[src/rtl/serial_shifter_if.sv]
// Request/result bundle for the iterative shifter.
// master: requester side (drives the operand request and accepts the result).
// slave:  shifter side (accepts the request and presents the result).
//
// Signals:
//   i_valid/o_ready           request handshake
//   i_data/i_amount/i_sel     operand, unsigned shift amount, op select
//   o_valid/i_ready           result handshake
//   o_result                  shifted result
interface serial_shifter_if #(
  parameter int XLEN    = 32,
  parameter int SHAMT_W = 5
) ();

  logic               i_valid;
  logic               o_ready;
  logic [XLEN-1:0]    i_data;
  logic [SHAMT_W-1:0] i_amount;
  logic [1:0]         i_sel;
  logic               o_valid;
  logic               i_ready;
  logic [XLEN-1:0]    o_result;

  modport master (
    output i_valid, i_data, i_amount, i_sel, i_ready,
    input  o_ready, o_valid, o_result
  );

  modport slave (
    input  i_valid, i_data, i_amount, i_sel, i_ready,
    output o_ready, o_valid, o_result
  );

endinterface

[src/rtl/serial_shifter.sv]
// Purpose:      multi-cycle SLL/SRL/SRA shifter, one bit position per clock.
// Latency:      o_valid rises N edges after the accept edge (N = amount; 0 for
//               amount 0 or the reserved select), one bubble back to idle.
// Backpressure: result held stable in DONE until i_ready; no new request is
//               taken (o_ready=0) until the result handshake completes.
//
// Ports:
//   i_clk     clock, rising edge
//   i_reset   asynchronous active-high reset
//   bus       serial_shifter_if.slave: i_valid/o_ready request handshake,
//             i_data/i_amount/i_sel operands, o_valid/i_ready result
//             handshake, o_result
//
// Select encoding: 00 SRL, 01 SRA, 11 SLL, 10 reserved (pass-through).
module serial_shifter #(
  parameter int XLEN    = 32,
  parameter int SHAMT_W = 5
) (
  input  logic            i_clk,
  input  logic            i_reset,
  serial_shifter_if.slave bus
);

  localparam logic [1:0] SEL_SRL = 2'b00;
  localparam logic [1:0] SEL_SRA = 2'b01;
  localparam logic [1:0] SEL_RSV = 2'b10;
  localparam logic [1:0] SEL_SLL = 2'b11;

  typedef enum logic [1:0] {
    IDLE  = 2'd0,
    SHIFT = 2'd1,
    DONE  = 2'd2
  } state_t;

  state_t             state;
  state_t             state_nxt;
  logic [XLEN-1:0]    shreg;
  logic [XLEN-1:0]    shreg_step;
  logic [SHAMT_W-1:0] cnt;
  logic [1:0]         op;
  logic               accept;

  // A request is only taken in IDLE; o_ready is a pure function of state so
  // the upstream never sees a combinational loop through i_valid.
  assign accept = (state == IDLE) && bus.i_valid;

  // One-bit step of the captured operation. SRA replicates the current MSB,
  // which after any number of steps is still the original operand's sign.
  always_comb begin
    shreg_step = shreg;
    case (op)
      SEL_SRL: shreg_step = {1'b0, shreg[XLEN-1:1]};
      SEL_SRA: shreg_step = {shreg[XLEN-1], shreg[XLEN-1:1]};
      SEL_SLL: shreg_step = {shreg[XLEN-2:0], 1'b0};
      default: shreg_step = shreg;
    endcase
  end

  // ---------------------------------------------------------------------------
  // FSM: state register
  // ---------------------------------------------------------------------------
  always_ff @(posedge i_clk or posedge i_reset) begin
    if (i_reset) begin
      state <= IDLE;
    end else begin
      state <= state_nxt;
    end
  end

  // ---------------------------------------------------------------------------
  // FSM: next state
  // ---------------------------------------------------------------------------
  always_comb begin
    state_nxt = state;
    case (state)
      IDLE: begin
        // Zero amount and the reserved select skip SHIFT entirely, so the
        // loaded operand is presented unchanged on the next cycle.
        if (bus.i_valid) begin
          if ((bus.i_amount != '0) && (bus.i_sel != SEL_RSV)) begin
            state_nxt = SHIFT;
          end else begin
            state_nxt = DONE;
          end
        end
      end
      SHIFT: begin
        // cnt==1 means this edge performs the last step.
        if (cnt == SHAMT_W'(1)) begin
          state_nxt = DONE;
        end
      end
      DONE: begin
        if (bus.i_ready) begin
          state_nxt = IDLE;
        end
      end
      default: state_nxt = IDLE;
    endcase
  end

  // ---------------------------------------------------------------------------
  // FSM: outputs (decoded from state only)
  // ---------------------------------------------------------------------------
  always_comb begin
    bus.o_ready  = (state == IDLE);
    bus.o_valid  = (state == DONE);
    bus.o_result = shreg;
  end

  // ---------------------------------------------------------------------------
  // Datapath: operand capture and iterative shift
  // ---------------------------------------------------------------------------
  // Operands are sampled only on the accept edge; in DONE everything holds so
  // the result stays stable under backpressure. cnt is only decremented in
  // SHIFT, where it is always >= 1, so it cannot wrap.
  always_ff @(posedge i_clk or posedge i_reset) begin
    if (i_reset) begin
      shreg <= '0;
      cnt   <= '0;
      op    <= SEL_SRL;
    end else if (accept) begin
      shreg <= bus.i_data;
      cnt   <= bus.i_amount;
      op    <= bus.i_sel;
    end else if (state == SHIFT) begin
      shreg <= shreg_step;
      cnt   <= cnt - SHAMT_W'(1);
    end
  end

endmodule
[src/flat_wrapper.sv]
// flat-port wrapper written by rule: the top's interface ports become plain ports
module serial_shifter_flat 
#(
  parameter int XLEN    = 32,
  parameter int SHAMT_W = 5
)
  (i_clk, i_reset, bus_i_valid, bus_i_data, bus_i_amount, bus_i_sel, bus_i_ready, bus_o_ready, bus_o_valid, bus_o_result);
  serial_shifter_if #(.XLEN(XLEN), .SHAMT_W(SHAMT_W)) bus_i ();
  input  logic i_clk;
  input  logic i_reset;
  input wire logic [$bits(bus_i.i_valid)-1:0] bus_i_valid;
  input wire logic [$bits(bus_i.i_data)-1:0] bus_i_data;
  input wire logic [$bits(bus_i.i_amount)-1:0] bus_i_amount;
  input wire logic [$bits(bus_i.i_sel)-1:0] bus_i_sel;
  input wire logic [$bits(bus_i.i_ready)-1:0] bus_i_ready;
  output wire logic [$bits(bus_i.o_ready)-1:0] bus_o_ready;
  output wire logic [$bits(bus_i.o_valid)-1:0] bus_o_valid;
  output wire logic [$bits(bus_i.o_result)-1:0] bus_o_result;
  assign bus_i.i_valid = bus_i_valid;
  assign bus_i.i_data = bus_i_data;
  assign bus_i.i_amount = bus_i_amount;
  assign bus_i.i_sel = bus_i_sel;
  assign bus_i.i_ready = bus_i_ready;
  assign bus_o_ready = bus_i.o_ready;
  assign bus_o_valid = bus_i.o_valid;
  assign bus_o_result = bus_i.o_result;
  serial_shifter #(.XLEN(XLEN), .SHAMT_W(SHAMT_W)) u_core (.i_clk(i_clk), .i_reset(i_reset), .bus(bus_i));
endmodule
[config.mk]
export PLATFORM = sky130hd
export DESIGN_NAME = serial_shifter_flat
export DESIGN_NICKNAME = d
export VERILOG_FILES = /design/src/rtl/serial_shifter_if.sv /design/src/rtl/serial_shifter.sv /design/src/flat_wrapper.sv
export SDC_FILE = /design/constraint.sdc
export NUM_CORES = 1
export LEC_CHECK = 0
export BUFFER_PORTS_ARGS = -buffer_cell sky130_fd_sc_hd__buf_2
export CAP_MARGIN = 20
export CELL_PAD_IN_SITES_DETAIL_PLACEMENT = 1
export CELL_PAD_IN_SITES_GLOBAL_PLACEMENT = 1
export CORE_UTILIZATION = 33
export DETAILED_ROUTE_END_ITERATION = 12
export GPL_TIMING_DRIVEN = 0
export PLACE_DENSITY = 0.83
export SLEW_MARGIN = 20
export SYNTH_ARGS = -nofsm -noshare
export SYNTH_HDL_FRONTEND = slang
export SYNTH_SLANG_ARGS = --single-unit
[constraint.sdc]
create_clock -name i_clk -period 1.5 [get_ports i_clk]
set_input_delay 0.15 -clock i_clk [delete_from_list [all_inputs] [get_ports i_clk]]
set_output_delay 0.15 -clock i_clk [all_outputs]
set_load 0.02 [all_outputs]
==> results.md <==
• 92.1 um — chip width
• 0.31 ns — clock latency at the later pin of the worst-skew pair
• 0 — number of nets with antenna violations after detailed routing
• setup timing — failing checks
• -0.0503 ns — smallest setup slack after layout
• 8480 um^2 — total die area
• 38.3% — part of the Yosys area used for sequential elements
• 0 — # DRC
• 798 uV — peak ir drop on the vdd network
• 9490 uW — Final Total Pwr
• 24.5% — part of the total power dissipated in sequential elements
• 41 — flop and latch count out of synthesis
• 0 — antenna diode instance count
• 5 — cts bufs inserted
• 2 — buffers from clock root to sink, at most
• 48.1% — Switching Fraction
• 69.1% — max-slew headroom at the worst pin
• 0.00694 ns — largest clock skew in the final design
• 41 — Unique masters post-synth
• 2680 um^2 — mapped cell area
• 92.1 um — height of the chip
• 645 MHz — peak clock frequency supported by timing
• in -> reg — worst min-delay path category
• 9.50 mm — final routed wirelength across all metal layers
• 9.33 um^2 — average size of a mapped cell
• 7770 um^2 — Floorplan Core Area
• 75 — Port Buffers
• 2370 nW/um^2 — power density cells
• done — CTS tree
• 5.70 — via/cell ratio
• flip-flop — CP Launch Type
• 488 — non-filler instance count after layout
• 22.1% — overall global routing resource usage
• 103% — final period utilization
• 10.2% — Clk pwr share
• 0 — number of maximum-capacitance constraint violations
• 14.7 mm — global-route wire length before repair
• 0 — number of pins exceeding their max-slew limit in the final report
• 0.00178 uW — leakage power figure
• 32 — Core Rows
• 2 — H-tree level count
• 1.55 ns — fin crit period
• 1.72 ns — required time at the worst-slack endpoint
• 6.17 mm — estimated wirelength of the detail-placed design
• 0 — number of antenna violations at the first check in global routing
• 49.7% — P&R area growth vs syn
• 53.4% — proportion of layout cells with a drive suffix above 1
• 2781 — vias
• 4930 uW — internal power
• 19.5 um — routed length per instance
• 332 — net count after synthesis
• sky130_fd_sc_hd__clkbuf_8 — clock tree root buffer cell
• 77 — I/O Pins
• 465 — placed insts
• 430 — Nets
• 4570 uW — net switching component of the power
• 27 — Finish-stage setup viols
• 10 — worst-path fanout max
• 2754 — number of global-route vias before repair
• 41 — CTS Sinks
• 1.77 ns — data arrival time of the critical path
• 86 — DR iter-0 viols
• 65.3% — combinational fraction of design power
• 0.09 ns — CTS clock-pin slew for the worst setup and hold paths
• reg -> reg — crit path kind
• 3210 um^2 — instance area after placement
• 0.463 ns — actual transition at the worst max-transition pin
• 0.869 — placer's final routability congestion estimate
• 0 — final hold violation count
• 5 — DR pass1 iterations
• 34.5% — Initial Utilization
• 4010 um^2 — Design Area, Final
• 287 — synthesized instance count
• true — setup repair after global routing missed its margin
• finished with violations — outcome
• 0 — GR Overflow Total
• 0 — warnings from Yosys
• flip-flop — Worst Setup End Kind
• 23 — pin count of the biggest net entering global routing
## synth_stat cells (all sizes together)
cell type,n,share of area (%)
inv,10,1.4
o22a,5,1.6
a21oi,5,0.93
nand2,6,0.84
o221ai,1,0.33
clkbuf,21,2.9
or4b,1,0.37
and4b,1,0.37
o21ba,1,0.37
or4,1,0.28
a21bo,1,0.37
and3,30,7.2
dfrtp,41,38
and3b,1,0.47
o31a,1,0.33
a211oi,30,8.4
nand3,1,0.19
nand2b,1,0.23
nor3b,3,1.0
nand4bb,1,0.42
o31ai,32,14
ha,2,0.93
nor3,1,0.19
nor2,33,4.6
buf,9,3.4
a31oi,5,1.2
o21ai,36,6.7
nor2b,2,0.47
or3b,2,0.65
or2,1,0.23
nor4bb,1,0.37
o21bai,1,0.42
## layout by cell type (no fill, tap or decap), types with 2 or more instances in the layout
master	n
sky130_fd_sc_hd__buf_8	3
sky130_fd_sc_hd__o21ai_0	28
sky130_fd_sc_hd__a31oi_1	5
sky130_fd_sc_hd__a21oi_1	5
sky130_fd_sc_hd__nor2_2	8
sky130_fd_sc_hd__nor3b_1	2
sky130_fd_sc_hd__clkbuf_2	9
sky130_fd_sc_hd__and3_2	4
sky130_fd_sc_hd__buf_12	4
sky130_fd_sc_hd__nor2_4	15
sky130_fd_sc_hd__a211oi_2	18
sky130_fd_sc_hd__o21ai_1	8
sky130_fd_sc_hd__o31ai_1	3
sky130_fd_sc_hd__o31ai_4	18
sky130_fd_sc_hd__o31ai_2	11
sky130_fd_sc_hd__clkbuf_1	7
sky130_fd_sc_hd__clkbuf_8	9
sky130_fd_sc_hd__and3_1	26
sky130_fd_sc_hd__nand2_1	6
sky130_fd_sc_hd__buf_6	6
sky130_fd_sc_hd__nor2_1	10
sky130_fd_sc_hd__inv_1	9
sky130_fd_sc_hd__buf_2	75
sky130_fd_sc_hd__buf_4	10
sky130_fd_sc_hd__dfrtp_2	4
sky130_fd_sc_hd__nor2b_1	2
sky130_fd_sc_hd__a211oi_1	11
sky130_fd_sc_hd__o22a_1	5
sky130_fd_sc_hd__dfrtp_1	37
sky130_fd_sc_hd__ha_1	2
## layer usage
metal	wire length, um	global-route usage (%)	up-vias
met5	0	0	-
met4	151	4.95	0
met3	410	3.73	16
met2	4900	38.2	85
met1	4040	28.8	1412
li1	-	-	1268
## cell type report
class                   instances  area [um^2]
plain buffers                  30          278
clock buffers                   7         86.3
clock inverters                 1         30.0
fillers                       896         3760
inverters                      10         37.5
multi-input cells             206         1860
flip-flops and latches         41         1030
well taps                     102          128
repair buffers                 91          557
## cells by family after synthesis
family / share of synthesized area (%)
AND/OR/NAND/NOR: 17.9
adder cells (fa/ha/maj): 0.934
flip-flops: 38.3
buffers and inverters: 7.71
AO/OA/AOI/OAI: 35.1
## flip-flops by register name, summed over array words and instances, names as in the netlist
signal / flops
u_core.op: 2
u_core.state: 2
u_core.cnt: 5
u_core.bus.o_result: 32
## timing repair
| item | in CTS | in global routing |
|---|---|---|
| endpoints found under the setup margin | 41 | 34 |
| cloned | 2 | 1 |
| pin swaps | 4 | 4 |
| hold endpoints to repair | 19 | 0 |
| hold buffers | 1 | 0 |
| setup buffers | 6 | 5 |
| resized for setup | 78 | 62 |
## worst max-delay path, stage by stage, from the launching register on
cell	delay, ns
sky130_fd_sc_hd__dfrtp_2	0.45
sky130_fd_sc_hd__o21bai_4	0.22
sky130_fd_sc_hd__or2_1	0.25
sky130_fd_sc_hd__buf_6	0.14
sky130_fd_sc_hd__buf_12	0.16
sky130_fd_sc_hd__o31ai_4	0.25
## final timing paths
path,from,end,slack (ns),cells past startpoint
hold reg to reg,u_core.cnt[3],u_core.cnt[3],0.56,1
setup / recovery,u_core.state[1],u_core.bus.o_result[30],-0.05,5
max in group asynchronous,i_reset,u_core.state[1],0.62,4
min in group asynchronous,i_reset,u_core.bus.o_result[22],0.39,3
setup reg to reg,u_core.state[1],u_core.bus.o_result[30],-0.05,5
hold / removal,bus_i_sel[0],u_core.op[0],0.09,3
## power by group through the flow
| stage | Clock (uW) | Combinational, uW | Sequential [uW] |
|---|---|---|---|
| final | 970 | 6200 | 2320 |
| after global routing | 1000 | 6630 | 2400 |
| after CTS | 957 | 5400 | 2260 |
| after detailed placement | 0 | 4560 | 2250 |
| after global placement | 0 | 4340 | 2230 |
| after floorplan | 0 | 2850 | 2560 |
## per-stage QoR
| stage | utilization (%) | TNS [ns] | hold slack, ns | setup WS, ns |
|---|---|---|---|---|
| after CTS | 47.5 | -0.338 | 0.0816 | -0.0299 |
| after global placement | 41.0 | -11.56 | 0.392 | -0.225 |
| after global routing | 51.6 | -2.13 | 0.121 | -0.106 |
| after detailed placement | 41.3 | -7.69 | 0.199 | -0.334 |
| after floorplan | - | 0 | 0.255 | 0.0103 |
| final | 51.6 | -0.668 | 0.0937 | -0.0503 |
Power figures use the tool's default switching activity.
